`src/rtl/apb_m_if.sv`:
```
// APB master: accepts one read/write command at a time, runs it through
// SETUP/ACCESS on the APB bus and returns data/error on a response channel.
module apb_m_if #(
    parameter int unsigned ADDR_WIDTH = 32,
    parameter int unsigned DATA_WIDTH = 32,
    parameter int unsigned TIMEOUT    = 16
) (
    input  logic                  pclk,
    input  logic                  presetn,
    // command channel
    input  logic                  cmd_valid,
    output logic                  cmd_ready,
    input  logic                  cmd_write,
    input  logic [ADDR_WIDTH-1:0] cmd_addr,
    input  logic [DATA_WIDTH-1:0] cmd_wdata,
    // response channel
    output logic                  rsp_valid,
    input  logic                  rsp_ready,
    output logic [DATA_WIDTH-1:0] rsp_rdata,
    output logic                  rsp_err,
    // APB bus
    output logic [ADDR_WIDTH-1:0] paddr,
    output logic                  pwrite,
    output logic                  psel,
    output logic                  penable,
    output logic [DATA_WIDTH-1:0] pwdata,
    input  logic [DATA_WIDTH-1:0] prdata,
    input  logic                  pready
);

    localparam int unsigned CNT_W    = (TIMEOUT == 0) ? 1 : $clog2(TIMEOUT + 1);
    // Count value seen on the sample that completes the TIMEOUT-th wait
    localparam int unsigned CNT_LAST = (TIMEOUT == 0) ? 0 : TIMEOUT - 1;

    typedef enum logic [1:0] {
        IDLE   = 2'd0,
        SETUP  = 2'd1,
        ACCESS = 2'd2,
        RESP   = 2'd3
    } state_t;

    state_t                state_q, state_d;
    logic [CNT_W-1:0]      wait_cnt, wait_cnt_d;
    logic                  cmd_ready_d;
    logic                  psel_d, penable_d, pwrite_d;
    logic [ADDR_WIDTH-1:0] paddr_d;
    logic [DATA_WIDTH-1:0] pwdata_d;
    logic                  rsp_valid_d, rsp_err_d;
    logic [DATA_WIDTH-1:0] rsp_rdata_d;

    // State and registered outputs; reset drops the bus immediately
    always_ff @(posedge pclk or negedge presetn) begin
        if (!presetn) begin
            state_q   <= IDLE;
            wait_cnt  <= '0;
            cmd_ready <= 1'b0;
            psel      <= 1'b0;
            penable   <= 1'b0;
            pwrite    <= 1'b0;
            paddr     <= '0;
            pwdata    <= '0;
            rsp_valid <= 1'b0;
            rsp_err   <= 1'b0;
            rsp_rdata <= '0;
        end else begin
            state_q   <= state_d;
            wait_cnt  <= wait_cnt_d;
            cmd_ready <= cmd_ready_d;
            psel      <= psel_d;
            penable   <= penable_d;
            pwrite    <= pwrite_d;
            paddr     <= paddr_d;
            pwdata    <= pwdata_d;
            rsp_valid <= rsp_valid_d;
            rsp_err   <= rsp_err_d;
            rsp_rdata <= rsp_rdata_d;
        end
    end

    // Next-state and next-output logic; everything holds unless changed
    always_comb begin
        state_d     = state_q;
        wait_cnt_d  = wait_cnt;
        cmd_ready_d = cmd_ready;
        psel_d      = psel;
        penable_d   = penable;
        pwrite_d    = pwrite;
        paddr_d     = paddr;
        pwdata_d    = pwdata;
        rsp_valid_d = rsp_valid;
        rsp_err_d   = rsp_err;
        rsp_rdata_d = rsp_rdata;

        case (state_q)
            IDLE: begin
                cmd_ready_d = 1'b1;
                if (cmd_valid && cmd_ready) begin
                    paddr_d     = cmd_addr;
                    pwrite_d    = cmd_write;
                    pwdata_d    = cmd_wdata;
                    psel_d      = 1'b1;
                    penable_d   = 1'b0;
                    cmd_ready_d = 1'b0;
                    state_d     = SETUP;
                end
            end
            SETUP: begin
                penable_d = 1'b1;
                state_d   = ACCESS;
            end
            ACCESS: begin
                if (pready) begin
                    rsp_rdata_d = pwrite ? '0 : prdata;
                    rsp_err_d   = 1'b0;
                    rsp_valid_d = 1'b1;
                    psel_d      = 1'b0;
                    penable_d   = 1'b0;
                    wait_cnt_d  = '0;
                    state_d     = RESP;
                end else if ((TIMEOUT != 0) && (wait_cnt == CNT_W'(CNT_LAST))) begin
                    rsp_rdata_d = '0;
                    rsp_err_d   = 1'b1;
                    rsp_valid_d = 1'b1;
                    psel_d      = 1'b0;
                    penable_d   = 1'b0;
                    wait_cnt_d  = '0;
                    state_d     = RESP;
                end else begin
                    wait_cnt_d = wait_cnt + CNT_W'(1);
                end
            end
            RESP: begin
                if (rsp_ready) begin
                    rsp_valid_d = 1'b0;
                    cmd_ready_d = 1'b1;
                    state_d     = IDLE;
                end
            end
            default: begin
                state_d = IDLE;
            end
        endcase
    end

endmodule
```
`config.mk`:
```
export PLATFORM = sky130hd
export DESIGN_NAME = apb_m_if
export DESIGN_NICKNAME = d
export VERILOG_FILES = /design/src/rtl/apb_m_if.sv
export SDC_FILE = /design/constraint.sdc
export NUM_CORES = 1
export LEC_CHECK = 0
export ABC_AREA = 1
export BUFFER_PORTS_ARGS = -buffer_cell sky130_fd_sc_hd__buf_2
export CAP_MARGIN = 10
export CORE_MARGIN = 2
export CORE_UTILIZATION = 47
export DETAILED_ROUTE_END_ITERATION = 10
export GPL_TIMING_DRIVEN = 0
export PLACE_DENSITY = 0.81
export SLEW_MARGIN = 20
export SYNTH_ARGS = -nofsm -noshare
export SYNTH_HDL_FRONTEND = slang
export SYNTH_SLANG_ARGS = --single-unit
```
`constraint.sdc`:
```
create_clock -name pclk -period 2 [get_ports pclk]
set_clock_uncertainty 0.1 [all_clocks]
set_input_delay 0.4 -clock pclk [delete_from_list [all_inputs] [get_ports pclk]]
set_output_delay 0.4 -clock pclk [all_outputs]
set_load 0.01 [all_outputs]
```
## Yosys cells after proc, flatten, opt, wreduce, memory -nomap -nowiden

Cells that the tools add are included.

- Word-level logic and storage cells: 57
- Input port bits: 102
- Output and inout port bits: 102
- Register bits after elaboration: 109

- Eq/ne operators: 7
- Add/subtract/negate cells: 1
- Reduce and logical (&&, ||, !) cells: 14
- Muxes and demuxes: 24

Operator list:

| cell | count |
|---|---|
| $mux W32 | 3 |
| $reduce_and A3 Y1 | 4 |
| $mux W1 | 10 |
| $mux W5 | 2 |
| $mux W2 | 4 |
| $pmux W2 S4 | 1 |
| $reduce_bool A2 Y1 | 4 |
| $pmux W1 S2 | 3 |
| $reduce_and A2 Y1 | 3 |
| $add A5 B1 Y5 const B | 1 |
| $eq A5 B4 Y1 const B | 1 |
| $eq A2 B2 Y1 const B | 2 |
| $ne A2 B2 Y1 const B | 2 |
| $ne A3 B3 Y1 const B | 1 |
| $pmux W1 S3 | 1 |
| $reduce_bool A3 Y1 | 1 |
| $eq A2 B1 Y1 const B | 1 |
| $logic_not A2 Y1 | 1 |
| $logic_and A1 B1 Y1 | 1 |

## Logic depth before layout (Yosys ltp)

Gate-level depths: netlist (run 1).

- Depth in word-level cells: 4
- Depth in mapped cells: 10
- Mapped depth without buffers: 8

## Worst setup path before layout (run 1)

OpenSTA, ideal clock, no wires.

- Path type: reg-to-reg
- Start point: register state_q[0]
- End point: register rsp_rdata[24]
- Cell stages (with the launch flop): 10
- Library setup time: 0.118 ns
- Path buffers: 2
- Clock period less this slack: 1.604 ns
- Slack: 0.396 ns
- Arrival time: 1.386 ns
- Required time: 1.782 ns
- Cell sequence: dfrtp_1 inv_1 ha_1 inv_1 nor2_4 inv_2 buf_6 buf_6 nand2_1 o21ai_2

- Longest elaborated chain between the ends: 2

RTL lines:

| element | RTL line | source |
|---|---|---|
| start: declaration | 42 | `state_t state_q, state_d;` |
| start signal: assignment | 66 | `state_q <= state_d;` |
| $eq A2 B2 Y1 | 94 | `case (state_q)` |
| $reduce_and A2 Y1 (no source line) | -- |  |
| end signal: assignment | 76 | `rsp_rdata <= rsp_rdata_d;` |
| end: declaration | 19 | `output logic [DATA_WIDTH-1:0] rsp_rdata,` |

Every way passes these cells.
A chain may end at the register's enable or synchronous reset.

## Final worst setup path (run 1)

- Start point: register state_q[1]
- End point: register pwdata[25]

- Longest elaborated chain between the ends: 2

RTL lines:

| element | RTL line | source |
|---|---|---|
| $logic_not A2 Y1 | 94 |  |
| $reduce_and A2 Y1 (no source line) | -- |  |
| end signal: assignment | 73 | `pwdata <= pwdata_d;` |
| end: declaration | 26 | `output logic [DATA_WIDTH-1:0] pwdata,` |

Every way passes these cells.

==> results of run 1 <==
[area by class of cell]
class / instances / share of cell area (%)
sequential: 109 / 46.3
clock inverter: 6 / 0.807
clock buffer: 10 / 2.17
tap: 129 / 2.74
buffer: 27 / 2.82
antenna: 1 / 0.0425
timing repair buffer: 204 / 17.9
multi-input combinational: 347 / 26.1
inverter: 18 / 1.15
[layer usage]
| metal | share of wire, % | vias up |
|---|---|---|
| met5 | 0 | - |
| met4 | 1.9 | 0 |
| met3 | 7.1 | 17 |
| met2 | 49 | 156 |
| met1 | 42 | 1891 |
| li1 | - | 2002 |
[logic make-up after synthesis]
group / count (synthesis) / synth area share, %
compound gates: 39 / 5.53
xor+xnor: 1 / 0.196
fa+ha+maj: 6 / 1.68
simple gates: 301 / 26.8
flops: 109 / 60.9
buf+inv: 45 / 4.83
[flip-flops by register name, summed over array words and instances, names as in the netlist]
name / count
paddr: 32
rsp_err: 1
psel: 1
wait_cnt: 5
penable: 1
pwrite: 1
state_q: 2
rsp_rdata: 32
rsp_valid: 1
pwdata: 32
cmd_ready: 1
[cell usage after synthesis, drive strengths merged]
master  count
nor2        5
inv        18
or2         1
a22o        1
clkbuf     16
a21oi       2
o21ai      36
dfrtp     109
buf        11
nand3      37
ha          6
nand4       3
xor2        1
nand2     255
[power breakdown]
group          leakage [nW]  switching [W]  internal, W  total [W]
Sequential             1.40       0.000527      0.00315    0.00368
Combinational          1.93        0.00215      0.00141    0.00356
Clock                0.0868       0.000759     0.000464    0.00122
[worst min-delay path by stage]
stage                     cells past startpoint         end  slack, ns           from
after global routing                          3    paddr[1]       0.11    cmd_addr[1]
after CTS                                     3  pwdata[20]       0.11  cmd_wdata[20]
after global placement                        2   paddr[20]       0.35      paddr[20]
final                                         3  pwdata[20]       0.13  cmd_wdata[20]
after detailed placement                      1  pwdata[29]       0.28        presetn
after floorplan                               0   cmd_ready      0.004        presetn
[through the flow]
| stage | worst slack, ns | instances | utilization (%) |
|---|---|---|---|
| final | 0.158 | 851 | 63.8 |
| after global routing | 0.00479 | 850 | 63.8 |
| after CTS | 0.00143 | 850 | 63.5 |
| after detailed placement | 0.00294 | 833 | 61.5 |
| after global placement | -0.743 | 832 | 61.1 |
| after floorplan | 0.396 | 501 | - |
[timing repair]
item                                    CTS  global route
setup buffers                             0             0
endpoints found under the setup margin    0            65
hold buffers                              1             0
gates resized for setup                   0            18
endpoints found under the hold margin    48             0
[worst reg2reg max path, cell delays in order, from the launching register on]
cell,delay [ns]
dfrtp_1,0.45
inv_1,0.10
ha_1,0.22
inv_1,0.14
nor2_4,0.08
inv_2,0.16
clkbuf_1,0.37
nand2_1,0.11
nand2_1,0.07
==> flow_summary_export.csv, run 1 <==
group,metric,value,unit
layout,mostFrequentLayoutCells,"nand2_1 (253), buf_2 (202), dfrtp_1 (109)",
worst_setup_path,cpMaxStageDelayCell,"dfrtp_1",
worst_setup_path,reg2reg_depth,8,
timing,rsz0062_at_grt,"no",
logic_synthesis,synth_fp_nets,609,
floorplanning,die_y,102,um
timing,min_period,1.84,ns
worst_setup_path,r2r_slack,0.16,ns
floorplanning,core_area,9240,um2
layout,syn2layout_area_growth,31.6,%
global_route,grtUsageMet3,5.66,%
clock_tree,cts.sinks,109,
worst_setup_path,r2r_start,"state_q[1]",
global_route,grt.overflow.total,0,
power_and_ir_drop,power.leakage,3.42,nW
clock_tree,cts_tree,"yes",
worst_setup_path,crit_family,"buffers and inverters",
layout,fill_cells,818,
worst_setup_path,worstReg2RegEnd,"pwdata[25]",
clock_tree,clk_pin_slew,0.11,ns
logic_synthesis,yosysTopAreaCell,"dfrtp_1",
floorplanning,rows,35,
timing,slew_violations,0,
timing,min_period_over_period,92.1,%
worst_setup_path,crit_cells,8,
power_and_ir_drop,total_power,0.00846,W
clock_tree,numCtsBuffers,9,
placement,portBuffers,202,
logic_synthesis,ys_ff_latch,109,
logic_synthesis,yosysSeqAreaShare,60.9,%
timing,setup_violations,0,
floorplanning,die-width,102,um
timing,tns,0,ns
layout,multi_input_area,1540,um2
power_and_ir_drop,power_density,1440,nW/um2
global_route,grt_antenna_before_repair,0,
logic_synthesis,ys_types,22,
placement,place_area,5680,um2
worst_setup_path,crit_required,2.21,ns
worst_setup_path,critPathKind,"register to register",
layout,seq_area,2730,um2
floorplanning,start_util,48.4,%
worst_setup_path,cp-endpoint,"pwdata[25]",
drt,drcViolationCount,0,
worst_setup_path,path_max_fanout,10,
drt,wirelength,11300,um
timing,tightest_slew,0.487,ns
worst_setup_path,crit_path_max_incr_delay,0.45,ns
layout,layout_commonest_cell,"nand2_1",
worst_setup_path,cp-start-kind,"register",
drt,viasPerCell,4.78,
drt,num_vias,4066,
power_and_ir_drop,irDropWorstVdd,0.645,mV
run,cap_violations,0,
clock_tree,cts.path.max_buffers,2,
logic_synthesis,netlist_instances,501,
global_route,grtUsageMet1,27.8,%
worst_setup_path,worst_setup_path_end_kind,"register",
global_route,grt_util_all_layers,22.0,%
global_route,grt_pass1_wl,17700,um
floorplanning,die-area,10300,um2
placement,gp_congestion,0.811,
drt,wl_per_cell,13.3,um
timing,hold_ws,0.127,ns
global_route,use_met2,36.6,%
global_route,grt_max_degree,62,
drt,antenna_left,0,
global_route,grt-busiest-layer,"met2",
clock_tree,clockRootBuffer,"clkbuf_8",
layout,nets,824,
layout,post_route_cells_drive_above_1_share,35.5,%
worst_setup_path,cp_num_buf_inv,4,
layout,final_area,5890,um2
logic_synthesis,synth.area.top_cells,"dfrtp_1 (61%), nand2_1 (21%), nand3_1 (4.1%), o21ai_2 (2.5%), o21ai_1 (1.9%)",
clock_tree,insertion_delay,0.36,ns
logic_synthesis,avgSynthCellArea,8.94,um2
drt,firstDrtPassIters,4,
worst_setup_path,crit_path_start,"state_q[1]",
logic_synthesis,synth_top_area_share,60.9,%
timing,slew_headroom,67.5,%
timing,max_freq,0.543,GHz
min_path,hold_class,"primary input to register",
outcome,run_status,"completed",
clock_tree,cts_htree_levels,3,
logic_synthesis,yosys_warnings,0,
floorplanning,top_level_ports,204,
global_route,grt_pass1_vias,3811,
worst_setup_path,cp.arrival,2.05,ns
drt,drt_iter0_drc,138,
worst_setup_path,crit_chain,"inv_1 > ha_1 > inv_1 > nor2_4 > inv_2 > clkbuf_1 > nand2_1 > nand2_1",
timing,hold_viol,0,
logic_synthesis,syn_area,4480,um2
placement,dpl.hpwl,8590,um
No activity file was read; power rests on OpenSTA's default activity.
==> inputs of run 2 (changes only) <==
--- a/config.mk
+++ b/config.mk
@@ -11,7 +11,6 @@
 export CORE_MARGIN = 2
 export CORE_UTILIZATION = 47
 export DETAILED_ROUTE_END_ITERATION = 10
-export GPL_TIMING_DRIVEN = 0
 export PLACE_DENSITY = 0.81
 export SLEW_MARGIN = 20
 export SYNTH_ARGS = -nofsm -noshare
==> run 2 against run 1 <==
Via count fell by 1.8%. Combinational power barely moved. Non-clock buffer count shrank 18. Highest routed layer unchanged. First-iteration DRC count fell by 27%. Flip-flop and latch count unchanged. Clock power rose by 13%. Maximum frequency increased by 1.3%.
==> flow_summary_export.csv, run 2 (synthesized netlist as in run 1, its figures left out) <==
group,metric,value,unit
clock_tree,cts_tree,"yes",
floorplanning,die-width,102,um
drt,wl_per_cell,13.5,um
clock_tree,clockRootBuffer,"clkbuf_8",
layout,layout_commonest_cell,"nand2_1",
global_route,grt_pass1_vias,3772,
drt,viasPerCell,4.80,
timing,slew_headroom,70.2,%
min_path,holdPathEnd,"pwdata[22]",
timing,tns,0,ns
placement,placedCellCount,815,
timing,rsz0062_at_grt,"no",
layout,syn2layout_area_growth,30.9,%
floorplanning,top_level_ports,204,
power_and_ir_drop,power_density,1470,nW/um2
global_route,grt.overflow.total,0,
timing,min_period_over_period,90.9,%
worst_setup_path,crit_path_max_incr_delay,0.45,ns
worst_setup_path,r2r_start,"state_q[0]",
global_route,grt_antenna_before_repair,0,
min_path,min-delay-start,"cmd_wdata[22]",
worst_setup_path,crit_required,2.19,ns
min_path,hold_class,"primary input to register",
outcome,run_status,"completed",
power_and_ir_drop,irDropWorstVdd,0.661,mV
placement,portBuffers,203,
layout,fill_cells,822,
worst_setup_path,path_max_fanout,66,
worst_setup_path,crit_family,"buffers and inverters",
layout,post_route_cells_drive_above_1_share,35.4,%
global_route,grt_pass1_wl,17600,um
power_and_ir_drop,combPwrFrac,41.0,%
floorplanning,rows,35,
timing,setup_violations,0,
power_and_ir_drop,pwr-share-seq,42.9,%
min_path,hold_depth,3,
worst_setup_path,reg2reg_depth,8,
power_and_ir_drop,clkPwrFrac,16.0,%
worst_setup_path,cpMaxStageDelayCell,"dfrtp_1",
worst_setup_path,cp-start-kind,"register",
drt,drcViolationCount,0,
floorplanning,start_util,48.4,%
layout,diodes,0,
drt,drt_iter0_drc,101,
worst_setup_path,cpMostUsedCell,"inv_1",
worst_setup_path,worst_setup_path_end_kind,"register",
layout,nets,806,
floorplanning,die_y,102,um
clock_tree,numCtsBuffers,9,
power_and_ir_drop,total_power,0.00860,W
timing,slew_violations,0,
clock_tree,cts.sinks,109,
floorplanning,core_area,9240,um2
clock_tree,postCtsSetupBuffers,0,
worst_setup_path,r2r_slack,0.18,ns
clock_tree,cts_htree_levels,3,
worst_setup_path,cp.arrival,2.01,ns
power_and_ir_drop,netSwitchingPower,0.00343,W
layout,mostFrequentLayoutCells,"nand2_1 (253), buf_2 (202), dfrtp_1 (109)",
clock_tree,insertion_delay,0.36,ns
global_route,grt_util_all_layers,21.5,%
layout,reg_top3,"paddr: 32 flops, pwdata: 32 flops, rsp_rdata: 32 flops",
worst_setup_path,critPathKind,"register to register",
timing,tightest_slew,0.447,ns
global_route,grt_max_degree,67,
worst_setup_path,crit_chain,"inv_1 > ha_1 > inv_1 > nor2_4 > inv_2 > buf_12 > nand2_1 > o21ai_2",
power_and_ir_drop,internal_power,0.00517,W
timing,max_freq,0.550,GHz
clock_tree,cts.path.max_buffers,2,
clock_tree,clk_pin_slew,0.10,ns
timing,hold_viol,0,
placement,dpl.hpwl,8070,um
timing,min_period,1.82,ns
drt,firstDrtPassIters,4,
worst_setup_path,cp_num_buf_inv,4,
power_and_ir_drop,power.leakage,3.40,nW
placement,gp_congestion,0.828,
drt,antenna_left,0,
worst_setup_path,worstReg2RegEnd,"rsp_rdata[23]",
drt,num_vias,3991,
power_and_ir_drop,sw_frac_of_total,39.9,%
floorplanning,die-area,10300,um2
run,cap_violations,0,
drt,wirelength,11200,um
layout,final_cells,832,
## run 2: changes by cell type in the layout (fill, tap and decap cells not counted), moves of 2 or more
cell / previous run / this run
buf_12: 0 / 5
buf_4: 2 / 5
buf_6: 6 / 0
clkbuf_1: 11 / 0
clkbuf_2: 6 / 0
clkbuf_4: 3 / 0
clkinv_4: 3 / 1
## run 2: through the flow
step	setup slack [ns]	cell area (um2)	util, %	hold slack [ns]
global placement	0.351	5640	61.1	0.277
global route	0.0512	5860	63.4	0.112
CTS	0.193	5860	63.4	0.110
detailed placement	0.237	5640	61.1	0.280
finish	0.183	5860	63.4	0.131
floorplan	0.396	4480	-	0.00441
## run 2: how the worst max path moves through the flow
stage / start / to / cells after the start
2_1_floorplan: state_q[0] / rsp_rdata[24] / 9
3_3_place_gp: state_q[0] / rsp_rdata[3] / 8
3_5_place_dp: state_q[0] / rsp_rdata[1] / 8
4_1_cts: state_q[0] / rsp_rdata[1] / 8
5_1_grt: state_q[0] / rsp_rdata[25] / 8
6_report: state_q[0] / rsp_rdata[23] / 8
## run 2: worst reg2reg max path: cells and delay by family, from the launching register on
| family | cells | cell delay, ns |
|---|---|---|
| flops | 1 | 0.45 |
| fa+ha+maj | 1 | 0.29 |
| compound gates | 1 | 0.07 |
| buf+inv | 4 | 0.64 |
| simple gates | 2 | 0.22 |
## run 2: what timing repair did
action | 4_1_cts | 5_1_grt
gates resized for setup | 0 | 0
hold buffers | 1 | 0
endpoints found under the hold margin | 31 | 0
## run 2: layout make-up
type | count | area (um2) | area share (%)
Clock buffer | 10 | 138 | 2.35
Sequential cell | 109 | 2730 | 46.6
Multi-Input combinational cell | 347 | 1540 | 26.2
Inverter | 18 | 67.6 | 1.15
Tap cell | 129 | 161 | 2.75
Timing Repair Buffer | 213 | 1160 | 19.8
Clock inverter | 6 | 68.8 | 1.17
## run 2: power groups by stage
stage | Combinational (W) | Clock, W | Sequential [W]
2_1_floorplan | 0.00161 | 0 | 0.00412
3_3_place_gp | 0.00341 | 0 | 0.00369
3_5_place_dp | 0.00358 | 0 | 0.00372
4_1_cts | 0.00358 | 0.00142 | 0.00370
5_1_grt | 0.00398 | 0.00151 | 0.00380
6_report | 0.00353 | 0.00138 | 0.00369
## run 2: per-layer routing
metal  part of all wire, %  up-vias  global-route usage, %
met5                     0        -                      0
met4                   1.5        0                   7.80
met3                   6.7       14                   4.42
met2                    50      162                   36.0
met1                    42     1865                   27.7
li1                      -     1950                      -
==> inputs of run 3 (changes only) <==
--- a/config.mk
+++ b/config.mk
@@ -9,9 +9,9 @@
 export BUFFER_PORTS_ARGS = -buffer_cell sky130_fd_sc_hd__buf_2
 export CAP_MARGIN = 10
 export CORE_MARGIN = 2
-export CORE_UTILIZATION = 47
+export CORE_UTILIZATION = 25
 export DETAILED_ROUTE_END_ITERATION = 10
-export PLACE_DENSITY = 0.81
+export PLACE_DENSITY = 0.49
 export SLEW_MARGIN = 20
 export SYNTH_ARGS = -nofsm -noshare
 export SYNTH_HDL_FRONTEND = slang
==> run 3 against run 2 <==
Combinational power fell by 1%. Setup slack improved by 0.093 ns. Clock power rose by 40%. Global-route usage fell by 8.8 points. Final cell count rose by 12%. Register-to-register slack improved by 0.09 ns. Core utilization fell by 29 points. Clock-buffer cell count fell by 1. Via count fell by 1.3%.
==> flow_summary_export.csv, run 3 (synthesized netlist as in run 1, its figures left out) <==
group,metric,value,unit
outcome,run_status,"completed",
drt,viasPerCell,4.24,
floorplanning,core_area,17400,um2
worst_setup_path,r2r_start,"state_q[0]",
placement,portBuffers,203,
clock_tree,insertion_delay,0.34,ns
clock_tree,cts.hold.buffers_added,1,
timing,tightest_slew,0.378,ns
layout,mostFrequentLayoutCells,"nand2_1 (253), buf_2 (202), dfrtp_1 (109)",
layout,fill_cells,1847,
clock_tree,cts_htree_levels,3,
layout,syn2layout_area_growth,35.5,%
layout,layout_commonest_cell,"nand2_1",
drt,drt_iter0_drc,158,
global_route,grt_pass1_wl,18900,um
timing,max_freq,0.580,GHz
timing,rsz0062_at_grt,"no",
drt,num_vias,3938,
layout,reg_top3,"paddr: 32 flops, pwdata: 32 flops, rsp_rdata: 32 flops",
timing,min_period_over_period,86.2,%
worst_setup_path,worstReg2RegEnd,"rsp_rdata[23]",
placement,gp_congestion,0.776,
clock_tree,clk_pin_slew,0.08,ns
worst_setup_path,worst_setup_path_end_kind,"register",
drt,wirelength,12000,um
worst_setup_path,cp_num_buf_inv,4,
clock_tree,clockRootBuffer,"clkbuf_16",
placement,placedCellCount,912,
global_route,grt_util_all_layers,12.7,%
layout,nets,807,
layout,fin_util,34.8,%
worst_setup_path,cp-start-kind,"register",
power_and_ir_drop,total_power,0.00909,W
worst_setup_path,cpMaxStageDelayCell,"dfrtp_1",
floorplanning,die-area,19000,um2
run,cap_violations,0,
worst_setup_path,cpMostUsedCell,"inv_1",
timing,slew_violations,0,
min_path,hold_class,"primary input to register",
power_and_ir_drop,power_density,1500,nW/um2
worst_setup_path,r2r_slack,0.28,ns
timing,slew_headroom,74.8,%
floorplanning,rows,48,
worst_setup_path,cp-endpoint,"rsp_rdata[23]",
power_and_ir_drop,irDropWorstVdd,0.518,mV
timing,hold_viol,0,
drt,firstDrtPassIters,4,
worst_setup_path,crit_path_start,"state_q[0]",
drt,antenna_left,0,
floorplanning,die-width,138,um
power_and_ir_drop,power.leakage,3.44,nW
worst_setup_path,cp.arrival,1.85,ns
floorplanning,top_level_ports,204,
worst_setup_path,crit_required,2.13,ns
timing,setup_violations,0,
drt,drcViolationCount,0,
worst_setup_path,path_max_fanout,55,
worst_setup_path,crit_family,"buffers and inverters",
clock_tree,cts.path.max_buffers,2,
floorplanning,die_y,138,um
worst_setup_path,critPathKind,"register to register",
floorplanning,start_util,25.7,%
clock_tree,numCtsBuffers,9,
clock_tree,cts_tree,"yes",
placement,place_area,5730,um2
placement,dpl.hpwl,8630,um
global_route,grt.overflow.total,0,
worst_setup_path,crit_chain,"inv_1 > ha_1 > inv_1 > nor2_4 > inv_2 > buf_12 > nand2_1 > o21ai_2",
global_route,grt_pass1_vias,3810,
worst_setup_path,reg2reg_depth,8,
worst_setup_path,crit_path_max_incr_delay,0.43,ns
worst_setup_path,crit_cells,8,
clock_tree,postCtsSetupBuffers,0,
timing,min_period,1.72,ns
timing,tns,0,ns
drt,wl_per_cell,13.0,um
layout,post_route_cells_drive_above_1_share,35.5,%
clock_tree,post_cts_resized,0,
global_route,grt_max_degree,60,
layout,diodes,0,
layout,final_area,6070,um2
global_route,grt_antenna_before_repair,0,
layout,final_cells,929,
clock_tree,cts.sinks,109,
[run 3: area by class of cell]
class	count	area (um2)	share of cell area, %
clock buffers	9	225	3.71
clock inverters	7	98.8	1.63
multi-input cells	347	1540	25.3
flip-flops and latches	109	2730	45.0
repair buffers	214	1130	18.6
well taps	225	282	4.64
inverters	18	67.6	1.11
[run 3: power by group]
part           leakage [nW]  switching [W]  internal, W
clock                 0.156       0.000820      0.00110
combinational          1.89        0.00211      0.00136
sequential             1.40       0.000530      0.00316
[run 3: per-layer routing]
layer / global-route usage, % / up-vias / routed length, um
li1: - / 1957 / -
met1: 16.4 / 1836 / 5250
met2: 20.5 / 135 / 5690
met3: 3.50 / 10 / 933
met4: 4.42 / 0 / 154
met5: 0 / - / 0
[run 3: worst min path at each step]
stage	startpoint	end	slack, ns	depth (start not counted)
floorplan	presetn	cmd_ready	0.004	0
CTS	cmd_addr[21]	paddr[21]	0.13	3
global placement	presetn	rsp_rdata[9]	0.23	1
detailed placement	presetn	rsp_rdata[6]	0.23	1
finish	cmd_addr[21]	paddr[21]	0.15	3
global route	cmd_wdata[20]	pwdata[20]	0.14	3
[run 3: tightest hold or removal path: cells and delay by family]
family,cells,cell delay (ns)
buffers and inverters,1,0.07
AND/OR/NAND/NOR,2,0.09
[run 3: metrics by stage]
step	setup slack (ns)	hold WS (ns)
detailed placement	0.283	0.227
global route	0.113	0.142
floorplan	0.396	0.00441
CTS	0.260	0.126
global placement	0.334	0.228
finish	0.276	0.149
